<file path="src/rtl/ibex_avalon_data_bridge.sv">
// ibex_avalon_data_bridge: Ibex data port to Avalon-MM master bridge with in-order responses.
// Define IBEX_AVALON_BUS_ERR_EN to return avm_response errors on data_err_o.
module ibex_avalon_data_bridge #(
   parameter int unsigned MaxOutstanding = 2,
   parameter bit          WordAddr       = 1'b1
) (
   input  logic        clk_i,
   input  logic        rst_ni,
   input  logic        data_req_i,
   input  logic        data_we_i,
   input  logic [3:0]  data_be_i,
   input  logic [31:0] data_addr_i,
   input  logic [31:0] data_wdata_i,
   output logic        data_gnt_o,
   output logic        data_rvalid_o,
   output logic        data_err_o,
   output logic [31:0] data_rdata_o,
   output logic [31:0] avm_address,
   output logic [31:0] avm_writedata,
   output logic [3:0]  avm_byteenable,
   output logic        avm_read,
   output logic        avm_write,
   input  logic [31:0] avm_readdata,
   input  logic        avm_waitrequest,
   input  logic        avm_readdatavalid,
   input  logic [1:0]  avm_response,
   output logic        protocol_err_o
);
   localparam int unsigned CW = $clog2(MaxOutstanding + 1);
   logic [CW-1:0] rd_cnt, wr_cnt;
   logic [CW:0]   in_flight;
   logic          issue_ok, rd_acc, wr_acc, rd_ret, wr_ret, unused_in;
   assign in_flight = {1'b0, rd_cnt} + {1'b0, wr_cnt};
   // Reads may not pass outstanding writes, so every pending read is older than every pending write.
   assign issue_ok = (in_flight < (CW+1)'(MaxOutstanding)) & (data_we_i | (wr_cnt == '0));
   assign avm_read = data_req_i & ~data_we_i & issue_ok;
   assign avm_write = data_req_i & data_we_i & issue_ok;
   assign avm_address = WordAddr ? {2'b00, data_addr_i[31:2]} : {data_addr_i[31:2], 2'b00};
   assign avm_byteenable = data_be_i;
   assign avm_writedata = data_wdata_i;
   assign data_gnt_o = data_req_i & issue_ok & ~avm_waitrequest;
   assign rd_acc = data_gnt_o & ~data_we_i;
   assign wr_acc = data_gnt_o & data_we_i;
   assign rd_ret = avm_readdatavalid & (rd_cnt != '0);
   // Avalon writes carry no response; they retire once all older reads have returned.
   assign wr_ret = (rd_cnt == '0) & (wr_cnt != '0);
   always_ff @(posedge clk_i or negedge rst_ni) begin
      if (!rst_ni) begin
         rd_cnt         <= '0;
         wr_cnt         <= '0;
         data_rvalid_o  <= 1'b0;
         data_rdata_o   <= '0;
         protocol_err_o <= 1'b0;
      end else begin
         rd_cnt         <= rd_cnt + CW'(rd_acc) - CW'(rd_ret);
         wr_cnt         <= wr_cnt + CW'(wr_acc) - CW'(wr_ret);
         data_rvalid_o  <= rd_ret | wr_ret;
         data_rdata_o   <= rd_ret ? avm_readdata : '0;
         protocol_err_o <= protocol_err_o | (avm_readdatavalid & (rd_cnt == '0));
      end
   end
`ifdef IBEX_AVALON_BUS_ERR_EN
   always_ff @(posedge clk_i or negedge rst_ni) begin
      if (!rst_ni) data_err_o <= 1'b0;
      else data_err_o <= rd_ret & (avm_response != 2'b00);
   end
   assign unused_in = ^data_addr_i[1:0];
`else
   assign data_err_o = 1'b0;
   assign unused_in = ^{avm_response, data_addr_i[1:0]};
`endif
endmodule

</file>
<file path="config.mk">
export PLATFORM = sky130hd
export DESIGN_NAME = ibex_avalon_data_bridge
export DESIGN_NICKNAME = d
export VERILOG_FILES = /design/src/rtl/ibex_avalon_data_bridge.sv
export SDC_FILE = /design/constraint.sdc
export NUM_CORES = 1
export LEC_CHECK = 0
export CAP_MARGIN = 25
export CORE_AREA = 2 2 83 85
export DETAILED_ROUTE_END_ITERATION = 8
export DIE_AREA = 0 0 85 87
export GPL_ROUTABILITY_DRIVEN = 1
export PLACE_DENSITY_LB_ADDON = 0.2
export SETUP_SLACK_MARGIN = 0.3
export SLEW_MARGIN = 20
export SYNTH_ARGS = -nofsm -noshare
export SYNTH_HDL_FRONTEND = slang
export SYNTH_SLANG_ARGS = --single-unit
</file>
<file path="constraint.sdc">
create_clock -name clk_i -period 4 [get_ports clk_i]
set_input_delay 0.8 -clock clk_i [delete_from_list [all_inputs] [get_ports clk_i]]
set_output_delay 0.8 -clock clk_i [all_outputs]
set_load 0.03 [all_outputs]
</file>
# After elaboration in Yosys (flattened, before gate mapping)
# Cells that the tools add are included.
[op_classes]
add_sub_neg = 5
bitwise_logic = 17
muxes = 1
magnitude_cmp = 1
n_reduce_logical = 4
[op_table]
columns = ["op", "count"]
rows = [
  ["two-way mux 32 bit", 1],
  ["bitwise AND 1 bit", 12],
  ["adder 2 x 1 -> 2 bit", 2],
  ["zero test 2 bit", 2],
  ["nonzero test 2 bit", 2],
  ["subtractor 2 x 1 -> 2 bit", 2],
  ["adder 2 x 2 -> 3 bit", 1],
  ["< comparator 3 x 2 -> 1 bit, second input constant", 1],
  ["bitwise OR 1 bit", 3],
  ["NOT 1 bit", 2],
]
[totals]
word_cells = 33
out_inout_bits = 106
inputBits = 108
ff_bits = 38

# Depth between registers and ports, before layout
# Gate-level depths: netlist of the first run.
[depth]
word_depth = 8
depth_mapped = 9
ltp_nobuf = 9

# Least setup slack after synthesis of the first run
# No wires, ideal clock.
[synth_path]
path_type = "flip-flop to output port"
start = "register rd_cnt[1]"
end = "output avm_read"
required_time_ns = 3.200
arrival_ns = 1.578
path_slack_ns = 1.622
n_path_buf = 0
stages_incl_launch_ff = 5
cell_sequence = "dfrtp_1 > inv_1 > fa_1 > nand3_1 > nor2b_1"
[synth_between]
elab_chain_len = 4
[synth_rtl]
columns = ["element", "line_no", "source"]
rows = [
  ["start, declared", "30", "logic [CW-1:0] rd_cnt, wr_cnt;"],
  ["start signal, assigned", "55", "rd_cnt <= rd_cnt + CW'(rd_acc) - CW'(rd_ret);"],
  ["adder 2 x 2 -> 3 bit", "33", "assign in_flight = {1'b0, rd_cnt} + {1'b0, wr_cnt};"],
  ["< comparator 3 x 2 -> 1 bit", "35", "assign issue_ok = (in_flight < (CW+1)'(MaxOutstanding)) & (data_we_i | (wr_cnt == '0));"],
  ["bitwise AND 1 bit", "35", ""],
  ["bitwise AND 1 bit", "36", "assign avm_read = data_req_i & ~data_we_i & issue_ok;"],
  ["end, declared", "21", "output logic avm_read,"],
]
# Every way passes these cells.

# Final worst setup path of the first run
[layout_path]
start = "register rd_cnt[1]"
end = "output data_gnt_o"
[layout_between]
elab_chain_len = 5
[layout_rtl]
columns = ["element", "line_no", "source"]
rows = [
  ["adder 2 x 2 -> 3 bit", "33", ""],
  ["< comparator 3 x 2 -> 1 bit", "35", ""],
  ["bitwise AND 1 bit", "35", ""],
  ["bitwise AND 1 bit (2 in a row)", "41", "assign data_gnt_o = data_req_i & issue_ok & ~avm_waitrequest;"],
  ["end, declared", "14", "output logic data_gnt_o,"],
]
# Every way passes these cells.

==> metrics.yaml, run 1 <==
outcome:
  status: "finished, final reports clean"
cts:
  clock_path_buffers: 2
  clock_latency_ps: 280
  cts_resized: 0
  clock_sinks: 38
  hold_buffers: 0
  h-tree-depth: 2
  numCtsBuffers: 5
  post_cts_buffers: 0
  root_buffer: "clkbuf_8"
  cts_tree: "built"
  clk_pin_slew_ps: 80
grt:
  grt_max_degree: 39
  grt_pass1_wl_um: 6520
  grt_pass1_vias: 1025
  antenna_found_initial: 0
  grt_use_total: 0.1199
  overflow: 0
logic_synthesis:
  synth_area_um2: 1919
  yosysWarnings: 0
  synth_sequential_area_ratio: 0.4954
  synth_top_area_share: 0.4954
  synth.distinct_cells: 20
  syn_area_per_cell_um2: 11.09
  syn_inst: 173
  yosys.area.top_type: "dfrtp_1"
  synthTopCellsByArea: "dfrtp_1, buf_4, and2_1"
  ys_ff_latch: 38
sta:
  fin_crit_sh: 0.8132
  hold_violations: 0
  finClkSkew_ps: 3.983
  tightest_slew_ps: 865.6
  max_slew_margin: 0.4229
  setup_viol: 0
  fmax_mhz: 307.4
  period_needed_ps: 3253
  setup_tns_ps: 0
  maxSlewViolCount: 0
  rsz0062_at_grt: "false"
  holdWs_ps: 455.7
setup_path:
  path_buf_inv: 2
  worstRegToRegCells: 9
  r2r-end: "rd_cnt[1]"
  crit_fanout: 6
  r2r_slack_ps: 1680
  max_stage_delay_ps: 660
  worstSetupPathType: "reg -> out"
  critPathCaptureType: "output port"
  crit_slowest_cell: "clkdlybuf4s50_1"
  critPathLaunchType: "flip-flop"
  cpLargestDelayFamily: "buffers and inverters"
  path_cells: "inv_1, fa_1, and4b_1, o21a_1, clkdlybuf4s50_1"
  cp_data_required_time_ps: 3200
  cp_data_arrival_time_ps: 2450
  timing.rr.start: "rd_cnt[1]"
power:
  peakVddDrop_v: 0.0002251
  power.share.clock: 0.208
  seqPwrFrac: 0.391
  leakage_nw: 1.021
  p_comb_frac: 0.402
  p_per_area_nw_per_um2: 572.3
  switching_share: 0.3571
  internal_power_w: 0.0008484
  switching_power_w: 0.0004712
floorplan:
  dieWidth_um: 85
  dieArea_um2: 7395
  coreArea_um2: 6569
  ios: 214
  placementRows: 30
  start_util: 0.2922
  die_h_um: 87
placement:
  portBuffers: 74
  place_inst: 257
  place_congestion: 0.7370
  placed_area_um2: 2211
  dp_hpwl_um: 3638
routing:
  wirelength_um: 4591
  drtPass1Iterations: 4
  drtAntennaViolNets: 0
  vias: 1047
  drt_iter0_drc: 22
  remaining_drc_errors: 0
  wl_per_cell_um: 17.32
  viasPerCell: 3.951
cells_and_area:
  final_common_cell: "clkdlybuf4s50_1"
  final_cell_mix: "clkdlybuf4s50_1, dfrtp_1, and2_1"
  fin_util: 0.3510
  drive_gt1_frac: 0.05946
  final_cells: 265
  final_area_um2: 2306
  antennaDiodeCount: 0
  nets: 297
  area_growth_pct: 20.14
min_path:
  whs_endpoint: "protocol_err_o"
  worstHoldPathType: "reg -> reg"
  whs_path_depth: 1
  hold_start: "protocol_err_o"
flow_run:
  maxCapViolCount: 0
[power by group through the flow]
stage / Combinational (W) / Clock (W) / Sequential [W]
floorplan: 0.000337 / 0 / 0.000644
global placement: 0.000540 / 0 / 0.000523
detailed placement: 0.000539 / 0 / 0.000524
CTS: 0.000541 / 0.000288 / 0.000517
global route: 0.000586 / 0.000305 / 0.000525
finish: 0.000530 / 0.000274 / 0.000515
[metal layers]
metal / vias to the layer above / share of wire / global-route usage
li1: 474 / - / -
met1: 460 / 0.31 / 0.1132
met2: 96 / 0.47 / 0.1811
met3: 17 / 0.19 / 0.1081
met4: 0 / 0.028 / 0.05483
met5: - / 0 / 0
[synth_stat cells (all sizes together)]
master	instances
buf	72
conb	1
nor2b	1
xnor2	4
nand2	3
and2	32
and4b	1
inv	6
dfrtp	38
o31ai	1
nand3	1
a21o	1
o21ai	1
fa	1
nor2	3
ha	4
nor3	2
o21a	1
[cell families (layout without fill, tap and decap cells)]
kind of cell             Yosys count  after routing  share of synthesized area
AND/OR/NAND/NOR                   43             43                     0.1323
other                              1              3                   0.001954
buffers and inverters             78             88                     0.2992
flip-flops                        38             38                     0.4954
adder cells (fa/ha/maj)            5              5                    0.03651
AO/OA/AOI/OAI                      4              4                    0.01630
XOR/XNOR                           4              4                    0.01825
[flip-flops by register name, indices dropped and copies added, names as in the netlist]
register	cells
rd_cnt	2
protocol_err_o	1
wr_cnt	2
data_rvalid_o	1
data_rdata_o	32
[area by class of cell]
| class | instances | area, um^2 |
|---|---|---|
| clock buffer | 6 | 82.58 |
| clock inverter | 2 | 12.51 |
| fill | 636 | 4263 |
| inverter | 6 | 22.52 |
| multi-input combinational | 59 | 401.6 |
| sequential | 38 | 950.9 |
| tap | 80 | 100.1 |
| timing repair buffer | 74 | 735.7 |
[how the worst max path moves through the flow]
stage	startpoint	to	slack (ps)	depth (start not counted)
after CTS	rd_cnt[1]	data_gnt_o	740	5
after detailed placement	data_we_i	avm_read	830	4
after floorplan	rd_cnt[1]	avm_read	1620	4
after global placement	data_we_i	avm_read	830	4
after global routing	rd_cnt[1]	data_gnt_o	650	5
final	rd_cnt[1]	data_gnt_o	750	5
[per-stage QoR]
step	setup slack, ps	power [W]
after detailed placement	825.6	0.001063
after global routing	649.5	0.001416
after global placement	833.7	0.001063
after floorplan	1622	0.0009806
after CTS	743.5	0.001345
final	747.3	0.001320
No activity file was read; power rests on OpenSTA's default activity.
==> inputs of run 2 (changes only) <==
Settings changed: CORE_AREA 2 2 83 85 to 2 2 91 93, DIE_AREA 0 0 85 87 to 0 0 93 95.
Clock period 4 ns to 2.9 ns, I/O delays scaled along.
==> metrics.yaml, run 2 (synthesis results as in run 1) <==
outcome:
  status: "finished, final reports clean"
placement:
  portBuffers: 74  # unchanged
  dp_hpwl_um: 3257  # -10%
  place_congestion: 0.6772  # -8.1%
power:
  p_per_area_nw_per_um2: 839.3  # +47%
  p_comb_frac: 0.375  # -0.027
  internal_power_w: 0.001351  # +59%
  power.share.clock: 0.278  # +0.070
  total_power_w: 0.002008  # +52%
  switching_share: 0.3272  # -0.02986
  peakVddDrop_v: 0.0002139  # -5.0%
  switching_power_w: 0.0006571  # +39%
  leakage_nw: 1.063  # +4.1%
  seqPwrFrac: 0.347  # -0.044
cells_and_area:
  final_cell_mix: "clkdlybuf4s50_1, dfrtp_1, and2_1"
  fillers: 838  # +32%
  drive_gt1_frac: 0.09043  # +0.03097
  seqCellArea_um2: 950.9  # unchanged
  largest_register_ff_count: 32  # unchanged
  final_common_cell: "clkdlybuf4s50_1"
  multi_input_area_um2: 401.6  # unchanged
  nets: 300  # +1.0%
  area_growth_pct: 24.64
  reg.largest.list: "data_rdata_o x32, rd_cnt x2, wr_cnt x2"
  regMostFlops: "data_rdata_o"
  antennaDiodeCount: 0  # unchanged
routing:
  drtAntennaViolNets: 0  # unchanged
  drt_iter0_drc: 16  # -27%
  viasPerCell: 3.679  # -6.9%
  drtPass1Iterations: 3  # -1
  wirelength_um: 4305  # -6.2%
  vias: 1078  # +3.0%
  wl_per_cell_um: 14.69  # -15%
  remaining_drc_errors: 0  # unchanged
sta:
  max_slew_margin: 0.4217  # -0.001242
  finClkSkew_ps: 5.180  # +1.196 ps
  rsz0062_at_grt: "true"
  setup_viol: 0  # unchanged
  fmax_mhz: 398.6
  setup_tns_ps: 0  # unchanged
  fin_crit_sh: 0.8652
  period_needed_ps: 2509
  maxSlewViolCount: 0  # unchanged
  tightest_slew_ps: 867.5  # +1.863 ps
  hold_violations: 0  # unchanged
flow_run:
  maxCapViolCount: 0  # unchanged
cts:
  post_cts_buffers: 0  # unchanged
  clk_pin_slew_ps: 80  # about the same
  cts_tree: "built"
  clock_sinks: 38  # unchanged
  hold_buffers: 0  # unchanged
  h-tree-depth: 2  # unchanged
  clock_path_buffers: 2  # unchanged
  root_buffer: "clkbuf_8"
  numCtsBuffers: 5  # unchanged
  clock_latency_ps: 290  # about the same
setup_path:
  cp_data_arrival_time_ps: 1930  # -520 ps
  worstSetupPathType: "reg -> out"
  cp_data_required_time_ps: 2320  # -880 ps
  max_stage_delay_ps: 500  # -160 ps
  crit_slowest_cell: "fa_1"
  path_cells: "nand2_1, fa_1, and4b_1, o21a_1, clkbuf_2"
  crit_fanout: 6  # unchanged
  critPathCaptureType: "output port"
  critPathLaunchType: "flip-flop"
grt:
  grt_use_total: 0.09571  # -0.02422
  overflow: 0  # unchanged
  grt_pass1_vias: 1034  # +0.88%
  grt_max_degree: 39  # unchanged
  antenna_found_initial: 0  # unchanged
  grt_pass1_wl_um: 6189  # -5.1%
floorplan:
  start_util: 0.2421  # -0.05008
  placementRows: 33  # +10%
  dieArea_um2: 8835  # +19%
  dieWidth_um: 93  # +9.4%
  ios: 214  # unchanged
  coreArea_um2: 7928  # +21%
  die_h_um: 95  # +9.2%
min_path:
  worstHoldPathType: "in -> async"
run 2: cell count changes in the layout (fill, tap and decap cells not counted):
cell / before / now
clkinv_2: 1 / 0
clkbuf_2: 0 / 3
buf_4: 0 / 3
clkinvlp_4: 1 / 0
bufinv_16: 0 / 2
clkdlybuf4s50_1: 73 / 70
run 2: timing repair:
| action | in CTS | in global routing |
|---|---|---|
| resized for setup | 3 | 6 |
| hold endpoints to repair | 0 | 0 |
| endpoints found under the setup margin | 3 | 3 |
run 2: routing by layer:
layer  track usage  routed length (um)  share of wire
met5             0                   0              0
met1        0.1024                1454           0.34
met3       0.05587                 672           0.16
met4       0.06373                 213          0.049
met2        0.1431                1965           0.46
run 2: metrics by stage:
| stage | util | hold WS (ps) | instance area [um^2] | worst slack [ps] | std cells |
|---|---|---|---|---|---|
| floorplan | - | 284.4 | 1927 | 742.1 | 175 |
| global placement | 0.2857 | 439.1 | 2265 | 159.4 | 285 |
| detailed placement | 0.2857 | 444.2 | 2265 | 182.3 | 285 |
| CTS | 0.3032 | 437.4 | 2404 | 181.1 | 293 |
| global route | 0.3018 | 482.2 | 2392 | 277.7 | 293 |
| finish | 0.3018 | 407.8 | 2392 | 391.0 | 293 |
run 2: final cells by class:
type	instances	share of cell area
repair buffers	77	0.3107
clock buffers	6	0.03452
well taps	105	0.05492
clock inverters	2	0.02510
inverters	6	0.009414
multi-input cells	59	0.1679
flip-flops and latches	38	0.3975
run 2: worst max-delay path: cells and delay by family, from the launching register on:
kind / cells / cell delay (ps)
fa+ha+maj: 1 / 500
flops: 1 / 470
simple gates: 2 / 340
buf+inv: 1 / 200
compound gates: 1 / 140
run 2: power by group through the flow:
stage	clock network, W	registers, W	logic (W)
final	0.000558	0.000697	0.000753
after global routing	0.000613	0.000710	0.000833
after CTS	0.000582	0.000698	0.000774
after detailed placement	0	0.000709	0.000778
after global placement	0	0.000709	0.000776
after floorplan	0	0.000888	0.000465
run 2: final timing paths:
| path | to | startpoint | depth (start not counted) | slack (ps) |
|---|---|---|---|---|
| max in group asynchronous | data_rdata_o[28] | rst_ni | 1 | 1950 |
| max reg2reg | rd_cnt[1] | rd_cnt[0] | 9 | 650 |
| max | data_gnt_o | rd_cnt[0] | 5 | 390 |
| min in group clk_i | protocol_err_o | protocol_err_o | 1 | 460 |
| min | data_rdata_o[3] | rst_ni | 1 | 410 |
| min reg2reg | protocol_err_o | protocol_err_o | 1 | 460 |
